**src/rtl/tx_frame_arbiter.sv**
```systemverilog
// tx_frame_arbiter: frame-granular two-port arbiter in front of the TX AXIS path.
// Frames from two sources are never interleaved. The per-frame TX response is
// routed back to the source that sent the frame, using an in-order FIFO of port IDs.
module tx_frame_arbiter #(
    parameter int OUTSTANDING_DEPTH = 4,
    parameter int PRIO_EN           = 0
) (
    input  logic        clk_i,
    input  logic        rst_i,

    input  logic [31:0] s0_tdata_i,
    input  logic [1:0]  s0_tvldb_i,
    input  logic        s0_tvalid_i,
    output logic        s0_tready_o,
    input  logic        s0_tlast_i,
    input  logic        s0_tuser_i,
    output logic        s0_status_o,
    output logic        s0_rsp_valid_o,

    input  logic [31:0] s1_tdata_i,
    input  logic [1:0]  s1_tvldb_i,
    input  logic        s1_tvalid_i,
    output logic        s1_tready_o,
    input  logic        s1_tlast_i,
    input  logic        s1_tuser_i,
    output logic        s1_status_o,
    output logic        s1_rsp_valid_o,

    output logic [31:0] m_tdata_o,
    output logic [1:0]  m_tvldb_o,
    output logic        m_tvalid_o,
    output logic        m_tlast_o,
    output logic        m_tuser_o,
    input  logic        m_tready_i,

    input  logic        tx_status_i,
    input  logic        tx_rsp_valid_i,

    output logic [1:0]  grant_o,
    output logic        orphan_err_o
);

    localparam int PTR_W = (OUTSTANDING_DEPTH > 1) ? $clog2(OUTSTANDING_DEPTH) : 1;
    localparam int CNT_W = PTR_W + 1;

    typedef enum logic [1:0] {
        ST_IDLE   = 2'd0,
        ST_GRANT0 = 2'd1,
        ST_GRANT1 = 2'd2
    } state_t;

    state_t             r_state;
    logic               r_last_grant;
    logic               r_fifo_mem [OUTSTANDING_DEPTH];
    logic [PTR_W-1:0]   r_wr_ptr;
    logic [PTR_W-1:0]   r_rd_ptr;
    logic [CNT_W-1:0]   r_count;
    logic [1:0]         r_rsp_valid;
    logic [1:0]         r_status;
    logic               r_orphan;

    logic               w_full;
    logic               w_empty;
    logic               w_push;
    logic               w_push_id;
    logic               w_pop;
    logic               w_head;
    logic               w_take;
    logic               w_winner;

    assign w_full    = (r_count == CNT_W'(OUTSTANDING_DEPTH));
    assign w_empty   = (r_count == '0);
    assign w_push    = m_tvalid_o & m_tready_i & m_tlast_o;
    assign w_push_id = (r_state == ST_GRANT1);
    assign w_pop     = tx_rsp_valid_i & ~w_empty;
    assign w_head    = r_fifo_mem[r_rd_ptr];

    // Grant is only taken from IDLE, and only while a slot is free for the frame's ID.
    assign w_take    = (r_state == ST_IDLE) & ~w_full & (s0_tvalid_i | s1_tvalid_i);

    // Priority mode favours port 1; round-robin breaks ties against the last winner.
    assign w_winner  = (PRIO_EN != 0) ? s1_tvalid_i
                     : ((s0_tvalid_i & s1_tvalid_i) ? ~r_last_grant : s1_tvalid_i);

    assign grant_o   = {r_state == ST_GRANT1, r_state == ST_GRANT0};

    // Combinational data mux steered by the registered state (zero added latency).
    always_comb begin
        // NOTE: every output gets a default first so no path leaves a latch behind.
        m_tdata_o   = '0;
        m_tvldb_o   = '0;
        m_tvalid_o  = 1'b0;
        m_tlast_o   = 1'b0;
        m_tuser_o   = 1'b0;
        s0_tready_o = 1'b0;
        s1_tready_o = 1'b0;
        case (r_state)
            ST_GRANT0: begin
                m_tdata_o   = s0_tdata_i;
                m_tvldb_o   = s0_tvldb_i;
                m_tvalid_o  = s0_tvalid_i;
                m_tlast_o   = s0_tlast_i;
                m_tuser_o   = s0_tuser_i;
                s0_tready_o = m_tready_i;
            end
            ST_GRANT1: begin
                m_tdata_o   = s1_tdata_i;
                m_tvldb_o   = s1_tvldb_i;
                m_tvalid_o  = s1_tvalid_i;
                m_tlast_o   = s1_tlast_i;
                m_tuser_o   = s1_tuser_i;
                s1_tready_o = m_tready_i;
            end
            default: ;
        endcase
    end

    // Arbitration FSM: grant held until the frame's tlast beat is accepted.
    always_ff @(posedge clk_i) begin
        // NOTE: non-blocking assignments keep all state updates on the same edge.
        if (rst_i) begin
            r_state      <= ST_IDLE;
            r_last_grant <= 1'b1;
        end else begin
            case (r_state)
                ST_IDLE: begin
                    if (w_take) begin
                        r_state      <= w_winner ? ST_GRANT1 : ST_GRANT0;
                        r_last_grant <= w_winner;
                    end
                end
                ST_GRANT0, ST_GRANT1: begin
                    if (w_push) begin
                        r_state <= ST_IDLE;
                    end
                end
                default: r_state <= ST_IDLE;
            endcase
        end
    end

    // Port-ID storage; contents are only meaningful below the count.
    always_ff @(posedge clk_i) begin
        // NOTE: the storage array is deliberately not reset; r_count marks valid entries.
        if (w_push) begin
            r_fifo_mem[r_wr_ptr] <= w_push_id;
        end
    end

    // FIFO pointers and occupancy; simultaneous push and pop leave the count unchanged.
    always_ff @(posedge clk_i) begin
        if (rst_i) begin
            r_wr_ptr <= '0;
            r_rd_ptr <= '0;
            r_count  <= '0;
        end else begin
            if (w_push) begin
                r_wr_ptr <= r_wr_ptr + 1'b1;
            end
            if (w_pop) begin
                r_rd_ptr <= r_rd_ptr + 1'b1;
            end
            case ({w_push, w_pop})
                2'b10:   r_count <= r_count + 1'b1;
                2'b01:   r_count <= r_count - 1'b1;
                default: r_count <= r_count;
            endcase
        end
    end

    // Route each TX response to the head port one cycle later; flag responses with no owner.
    always_ff @(posedge clk_i) begin
        if (rst_i) begin
            r_rsp_valid <= '0;
            r_status    <= '0;
            r_orphan    <= 1'b0;
        end else begin
            r_rsp_valid <= '0;
            r_status    <= '0;
            if (w_pop) begin
                r_rsp_valid[w_head] <= 1'b1;
                r_status[w_head]    <= tx_status_i;
            end
            if (tx_rsp_valid_i && w_empty) begin
                r_orphan <= 1'b1;
            end
        end
    end

    assign s0_rsp_valid_o = r_rsp_valid[0];
    assign s1_rsp_valid_o = r_rsp_valid[1];
    assign s0_status_o    = r_status[0];
    assign s1_status_o    = r_status[1];
    assign orphan_err_o   = r_orphan;

endmodule
```
**config.mk**
```make
export PLATFORM = sky130hd
export DESIGN_NAME = tx_frame_arbiter
export DESIGN_NICKNAME = d
export VERILOG_FILES = /design/src/rtl/tx_frame_arbiter.sv
export SDC_FILE = /design/constraint.sdc
export NUM_CORES = 1
export LEC_CHECK = 0
export ABC_AREA = 1
export CAP_MARGIN = 15
export CORE_ASPECT_RATIO = 0.7
export CORE_UTILIZATION = 35
export CTS_CLUSTER_SIZE = 28
export DETAILED_ROUTE_END_ITERATION = 10
export PLACE_DENSITY = 0.91
export SYNTH_ARGS = -nofsm -noshare
export SYNTH_HDL_FRONTEND = slang
export SYNTH_SLANG_ARGS = --single-unit
```
**constraint.sdc**
```tcl
create_clock -name clk_i -period 6.4 [get_ports clk_i]
set_input_delay 1.28 -clock clk_i [delete_from_list [all_inputs] [get_ports clk_i]]
set_output_delay 1.28 -clock clk_i [all_outputs]
set_load 0.01 [all_outputs]
```
# Yosys cells after proc, flatten, opt, wreduce, memory -nomap -nowiden
# Memories as Yosys holds them, arrays and structs flattened. A register that Yosys moved wholly into a read port is not among the register bits.
# Cells that the tools add are included.
[word_totals]
regBits = 15
memories = 1
wordCells = 62
output_inout_bits = 46
in_bits = 79
mem_bits_rw = 4
[memory_table]
columns = ["name", "depth", "width", "read_ports", "rd_ports_with_merged_regs", "write_ports", "line_no", "text"]
rows = [
  ["r_fifo_mem", 4, 1, 1, 1, 1, "54", "logic r_fifo_mem [OUTSTANDING_DEPTH];"],
]
[op_classes]
order_cmp = 2
mux = 19
n_eq_ne = 7
reduce_logical = 9
n_bitwise = 12
n_addsub = 4
[ops]
columns = ["operator", "n"]
rows = [
  ["32-bit one-hot mux with 2 select lines", 1],
  ["2-bit 2-to-1 mux", 5],
  ["2-bit one-hot mux with 2 select lines", 2],
  ["1-bit AND", 6],
  ["1-bit 2-to-1 mux", 6],
  ["1-bit one-hot mux with 2 select lines", 3],
  ["3-bit one-hot mux with 2 select lines", 1],
  ["2-bit by 1-bit adder with 2-bit output (second input constant)", 2],
  ["2-bit by 1-bit == test with 1-bit output (second input constant)", 2],
  ["2-bit == test (second input constant)", 2],
  ["2-bit inequality test (second input constant)", 2],
  ["1-bit inverter", 4],
  ["2-bit AND reduction", 2],
  ["2-bit OR reduction", 2],
  ["3-bit by 1-bit adder with 3-bit output (second input constant)", 1],
  ["3-bit == test (second input constant)", 1],
  ["3-bit logical NOT", 1],
  ["3-bit by 1-bit subtractor with 3-bit output (second input constant)", 1],
  ["2-bit AND", 1],
  ["1-bit logical AND", 2],
  ["2-bit logical NOT", 1],
  ["1-bit by 2-bit < comparator with 1-bit output (second input constant)", 1],
  ["2-bit nonzero test", 1],
  ["1-bit demux with 1-bit select", 1],
  ["other kinds (2)", 2],
]

# Depth between registers and ports, before layout
# Gate-level depths: netlist of the first run.
[logic_depth]
word_depth = 6
ltp_mapped = 15
ltp_nobuf = 14

# Worst setup path before layout of the first run
# Ideal clock, no wire load.
[synth_timing]
path_type = "input to output"
from = "input s0_tvalid_i"
to = "output m_tvalid_o"
path_slack_ps = 3560
n_path_buf = 0
arrival_ps = 1560
path_stages = 2
t_required_ps = 5120
cell_sequence = "nand2_1 -> a21oi_1"
[synth_via]
elab_chain_cells = 1
[synth_lines]
columns = ["element", "line_no", "text"]
rows = [
  ["from (decl)", "13", "input logic s0_tvalid_i,"],
  ["1-bit one-hot mux with 2 select lines", "97", "case (r_state)"],
  ["to (decl)", "31", "output logic m_tvalid_o,"],
]
# No other way between the ends.

# Final worst setup path of the first run
# Ends and elaborated chain as after synthesis.

==> results.tsv, run 1 <==
stage	metric	value	unit
outcome	status	finished clean	
final_layout	Nets	452	
yosys	Seq cells post-synth	21	
floorplanning	Std-Cell Rows	19	
sta	Final setup viols	0	
placed_design	Placed Instances	411	
sta	Worst Tran Pin Value	0.623	ns
floorplanning	I/O pin cnt	125	
clocking	CTS root buf	clkbuf_8	
run	max capacitance violation total	0	
worst_setup_path	crit path launch	s0_tvalid_i	
sta	Worst Skew	0.00152	ns
placed_design	dpl hpwl	4.11	mm
yosys	Netlist cell types	22	
sta	FMAX	0.256	GHz
floorplanning	DIE HEIGHT	57.4	um
placed_design	routability cong.	0.781	
worst_setup_path	reg2reg path depth	15	
sta	Hold Vio Cnt, Final	0	
detailed_routing	Via density	4.77	
worst_setup_path	worst setup path category	primary input to output pin	
detailed_routing	DRT Wirelength	5.21	mm
grt	first-pass GRT wire length	8.04	mm
yosys	post-synthesis cell area	1540	sq um
grt	GRT Overall Usage	22.4	%
sta	RSZ-0062 raised after global routing	no	
final_layout	layout cell share with drive strength beyond 1	4.68	%
worst_setup_path	Worst EP required	5.12	ns
worst_setup_path	Worst Setup Start Kind	primary input	
grt	Remaining Overflow, GRT	0	
yosys	Mapped Nets	333	
detailed_routing	DR iter-0 viols	108	
placed_design	pre-CTS setup slack	2.50	ns
worst_setup_path	CP Capture Type	output pin	
clocking	CTS max path bufs	2	
worst_hold_path	worst-case hold path end point	orphan_err_o	
worst_hold_path	HP Start	orphan_err_o	
final_layout	area of the multi-input gates	906	sq um
final_layout	FILL cells	331	
detailed_routing	met1 WL	1.99	mm
worst_setup_path	CP max FO	3	
clocking	Resized cells post-CTS	0	
final_layout	commonest non-fill, non-tap cell in the layout	clkdlybuf4s50_1	
clocking	hold_buf cts	0	
yosys	cell count after synthesis	245	
sta	crit path time final	3.90	ns
clocking	clk_lat worst skew	0.27	ns
worst_setup_path	Reg2Reg Launch Point	r_state[0]	
grt	initial antenna violation count	0	
clocking	H-Tree Level Count	1	
detailed_routing	Routed WL per cell	12.5	um
floorplanning	Die ar.	4660	sq um
detailed_routing	routed via count	1978	
final_layout	fin cells	415	
worst_setup_path	worst reg-to-reg setup slack	3.80	ns
clocking	CTS tree	yes	
final_layout	Layout area overhead	84.9	%
worst_hold_path	Worst Hold Class	flip-flop to flip-flop	
power	Design Power	720	uW
yosys	synth top area cells	nand2_1 23%, dfxtp_1 22%, a21oi_1 15%	
final_layout	most frequent cells in the layout	124 x clkdlybuf4s50_1, 95 x nand2_1, 47 x a21oi_1	
grt	vias in the first global route	1911	
final_layout	diode count	0	
worst_hold_path	Hold Path Depth	2	
yosys	Synth top area share	23.2	%
sta	slew margin rel.	58.4	%
detailed_routing	metal3 WL	356	um
sta	final setup margin	2.50	ns
yosys	Seq/Total Area, Yosys	30.0	%
floorplanning	Die X	81.2	um
final_layout	Sequential Area	460	sq um
sta	Final TNS setup	0	ns
clocking	Inserted Clock Buffers	3	
detailed_routing	DRC errors left	0	
power	worst vdd ir	173	uV
yosys	synth warn	0	
detailed_routing	Final ANT Viol Nets	0	
placed_design	IO buf count	124	
sta	Pins Over Slew Limit	0	
power	Leakage	1.05	nW
detailed_routing	Pre-Repair DR Iteration Count	4	
floorplanning	Starting Density	37.8	%
clocking	Post-CTS Setup Bufs	0	
floorplanning	core area	4070	sq um
worst_setup_path	WP data arrival	2.62	ns
power	PD cells	254	nW/um^2
yosys	cell accounting for the most synthesized area	nand2_1	
clocking	Worst-path clk slew	0.08	ns
grt	largest net degree at the start of global routing	44	
clocking	# clock sinks	21	
detailed_routing	met2 WL	2.73	mm
worst_setup_path	worst r2r dst	r_count[2]	
detailed_routing	max layer used	met4	
sta	final clock period utilization by the worst path	60.9	%
yosys	syn avg cell area	6.27	sq um
## final cells by class
cell class                 count  area share [%]
multi-input combinational    184            31.9
clock buffer                   3            1.45
inverter                      28            3.70
timing repair buffer         126            44.2
clock inverter                 1           0.176
sequential                    21            16.2
tap                           52            2.29
## Yosys cell counts, drive strengths merged
master,number
nand2,98
a21oi,47
inv,28
dfxtp,17
buf,12
nor2,12
ha,8
o21ai,8
edfxtp,4
nand3,4
nor3,4
fa,1
o21bai,1
or2,1
## power by group
part	switching [mW]	total (mW)	internal, mW	leakage, nW
clock	0.0452	0.0887	0.0435	0.0255
sequential	0.0108	0.164	0.153	0.175
combinational	0.261	0.468	0.207	0.852
total	0.317	0.720	0.404	1.05
## worst max-delay path, cell delays in order
cell and delay (ns):
clkdlybuf4s50_1 0.49, nand2_1 0.07, a21oi_1 0.20, clkdlybuf4s50_1 0.58
## per-stage QoR
stage,instance area [sq um],hold slack [ns],utilization (%)
finish,2840,0.453,69.8
global route,2840,0.480,69.8
CTS,2840,0.456,69.8
detailed placement,2790,0.442,68.7
global placement,2790,0.438,68.7
floorplan,1540,0.433,-
## state kept, by name (all words and copies together), names as in the netlist, named ones only
name,flops
r_fifo_mem,4
r_count,3
r_rd_ptr,2
r_rsp_valid,2
r_state,2
r_status,2
r_wr_ptr,2
orphan_err_o,1
r_last_grant,1
## kinds of logic after synthesis
kind of cell,Yosys count,synth area share [%]
and+or+nand+nor,119,32.0
AOI/OAI and AO/OA,56,19.2
buffers and inverters,40,11.0
DFF,21,30.0
adders and majority gates,9,7.82
## worst max path at each step
stage / endpoint / cells after the start
after floorplan: m_tvalid_o / 2
after global placement: m_tvalid_o / 4
after detailed placement: m_tvalid_o / 4
after CTS: m_tvalid_o / 4
after global routing: m_tvalid_o / 4
final: m_tvalid_o / 4
## per-layer routing
| metal | GRT usage (%) | up-vias |
|---|---|---|
| li1 | - | 1002 |
| met1 | 23.3 | 888 |
| met2 | 42.4 | 74 |
| met3 | 7.04 | 14 |
| met4 | 6.89 | 0 |
| met5 | 0 | - |
Note: power is estimated with default switching activity, not from simulation.
==> run 2, diff against run 1 <==
Settings changed: CORE_UTILIZATION 35 to 30, PLACE_DENSITY 0.91 to 0.83.
Clock period 6.4 ns to 3.1 ns, I/O delays scaled along.
==> run 2 against run 1 <==
Compared with the run above: core utilization down 10 points; routed wire length is 8.4% lower; sequential power is 100% higher; non-clock buffer count increased by 4; cell count increased by 5.1%; first-iteration DRC count is 50% lower; largest cell class unchanged; largest power group unchanged; highest routed layer unchanged.
==> results.tsv, run 2 (synthesis results as in run 1) <==
stage	metric	value	unit	change
outcome	status	finished clean		unchanged
sta	Pins Over Slew Limit	0		unchanged
worst_hold_path	Worst Hold Class	flip-flop to flip-flop		unchanged
final_layout	diode count	0		unchanged
floorplanning	I/O pin cnt	125		unchanged
floorplanning	Die ar.	5410	sq um	was 4660 sq um
floorplanning	core area	4860	sq um	was 4070 sq um
detailed_routing	DR iter-0 viols	54		was 108
grt	Remaining Overflow, GRT	0		unchanged
power	Design Power	1.50	mW	was 720 uW
sta	Final TNS setup	0	ns	unchanged
sta	final setup margin	0.184	ns	was 2.50 ns
grt	largest net degree at the start of global routing	38		was 44
sta	Hold Vio Cnt, Final	0		unchanged
power	PD cells	519	nW/um^2	was 254 nW/um^2
worst_setup_path	worst setup path category	flip-flop to output pin		was primary input to output pin
sta	Final setup viols	0		unchanged
worst_setup_path	CP Capture Type	output pin		unchanged
final_layout	Largest register FFs	4		unchanged
final_layout	Layout area overhead	88.3	%	was 84.9%
placed_design	pre-CTS setup slack	0.410	ns	was 2.50 ns
sta	slew margin rel.	58.1	%	was 58.4%
final_layout	most frequent cells in the layout	124 x clkdlybuf4s50_1, 95 x nand2_1, 47 x a21oi_1		unchanged
clocking	H-Tree Level Count	1		unchanged
run	max capacitance violation total	0		unchanged
worst_hold_path	Hold Path Depth	2		unchanged
clocking	Post-CTS Setup Bufs	0		unchanged
clocking	Inserted Clock Buffers	3		unchanged
grt	first-pass GRT wire length	6.79	mm	was 8.04 mm
sta	crit path time final	2.92	ns	
detailed_routing	Final ANT Viol Nets	0		unchanged
clocking	clk_lat worst skew	0.25	ns	was 0.27 ns
clocking	CTS tree	yes		unchanged
worst_setup_path	reg2reg path depth	14		was 15
worst_setup_path	Worst EP required	2.48	ns	was 5.12 ns
final_layout	commonest non-fill, non-tap cell in the layout	clkdlybuf4s50_1		unchanged
clocking	Worst-path clk slew	0.07	ns	was 0.08 ns
sta	Worst Skew	0.000910	ns	was 0.00152 ns
clocking	CTS max path bufs	2		unchanged
floorplanning	Die X	87.5	um	was 81.2 um
sta	RSZ-0062 raised after global routing	no		unchanged
grt	GRT Overall Usage	16.1	%	was 22.4%
placed_design	Placed Instances	432		was 411
clocking	hold_buf cts	0		unchanged
floorplanning	Std-Cell Rows	21		was 19
power	worst vdd ir	258	uV	was 173 uV
detailed_routing	Via density	4.36		was 4.77
sta	Worst Tran Pin Value	0.628	ns	was 0.623 ns
placed_design	IO buf count	124		unchanged
sta	Hold WS	0.455	ns	was 0.453 ns
final_layout	fin util	59.5	%	was 69.8%
detailed_routing	Routed WL per cell	10.9	um	was 12.5 um
placed_design	routability cong.	0.810		was 0.781
power	Leakage	1.07	nW	was 1.05 nW
detailed_routing	routed via count	1903		was 1978
sta	FMAX	0.343	GHz	
final_layout	Regs by FF count	r_fifo_mem: 4 flops, r_count: 3 flops		unchanged
final_layout	Largest Register	r_fifo_mem		unchanged
grt	initial antenna violation count	0		unchanged
placed_design	dpl hpwl	3.88	mm	was 4.11 mm
final_layout	fin cells	436		was 415
floorplanning	Starting Density	31.6	%	was 37.8%
final_layout	FILL cells	443		was 331
placed_design	DP Area	2840	sq um	was 2790 sq um
clocking	Resized cells post-CTS	0		unchanged
final_layout	Sequential Area	460	sq um	unchanged
grt	vias in the first global route	1605		was 1911
final_layout	area of the multi-input gates	906	sq um	unchanged
worst_setup_path	Worst Setup Start Kind	flip-flop		was primary input
detailed_routing	DRC errors left	0		unchanged
floorplanning	DIE HEIGHT	61.9	um	was 57.4 um
sta	final clock period utilization by the worst path	94.1	%	
detailed_routing	DRT Wirelength	4.77	mm	was 5.21 mm
final_layout	post-route cell area	2890	sq um	was 2840 sq um
final_layout	layout cell share with drive strength beyond 1	5.72	%	was 4.68%
clocking	CTS root buf	clkbuf_8		unchanged
worst_setup_path	WP data arrival	2.30	ns	was 2.62 ns
detailed_routing	Pre-Repair DR Iteration Count	4		unchanged
clocking	# clock sinks	21		unchanged
final_layout	Nets	456		was 452
worst_setup_path	CP max FO	15		was 3
-- run 2: changes by cell type in the layout (fill, tap and decap cells not counted), sizes merged --
cell,delta
buf,+4
-- run 2: path summary, 6_finish.rpt --
path                                    from      endpoint  slack, ns
worst max-delay path              r_state[0]  m_tdata_o[8]       0.18
worst min-delay path            orphan_err_o  orphan_err_o       0.45
worst max register to register    r_state[0]    r_count[2]       0.56
worst min register to register  orphan_err_o  orphan_err_o       0.45
-- run 2: worst max-delay path: stages, from the launching register on --
cell	delay, ns
dfxtp_1	0.31
inv_1	0.09
ha_1	0.57
buf_4	0.28
nand2_1	0.07
a21oi_1	0.14
clkdlybuf4s50_1	0.57
-- run 2: area by class of cell --
class / instances / area share [%]
well taps: 69 / 2.99
repair buffers: 130 / 44.5
clock inverters: 1 / 0.173
inverters: 28 / 3.64
flip-flops and latches: 21 / 15.9
multi-input cells: 184 / 31.3
clock buffers: 3 / 1.43
-- run 2: per-layer routing --
metal / wire length (um) / GRT usage [%]
met5: 0 / 0
met1: 2060 / 19.5
met3: 320 / 4.49
met4: 8 / 1.41
met2: 2380 / 30.2
-- run 2: where the power goes --
part           internal, mW  total, mW  switching [mW]
Sequential            0.316      0.336          0.0201
Clock                0.0893      0.171          0.0818
Combinational         0.454      0.992           0.538
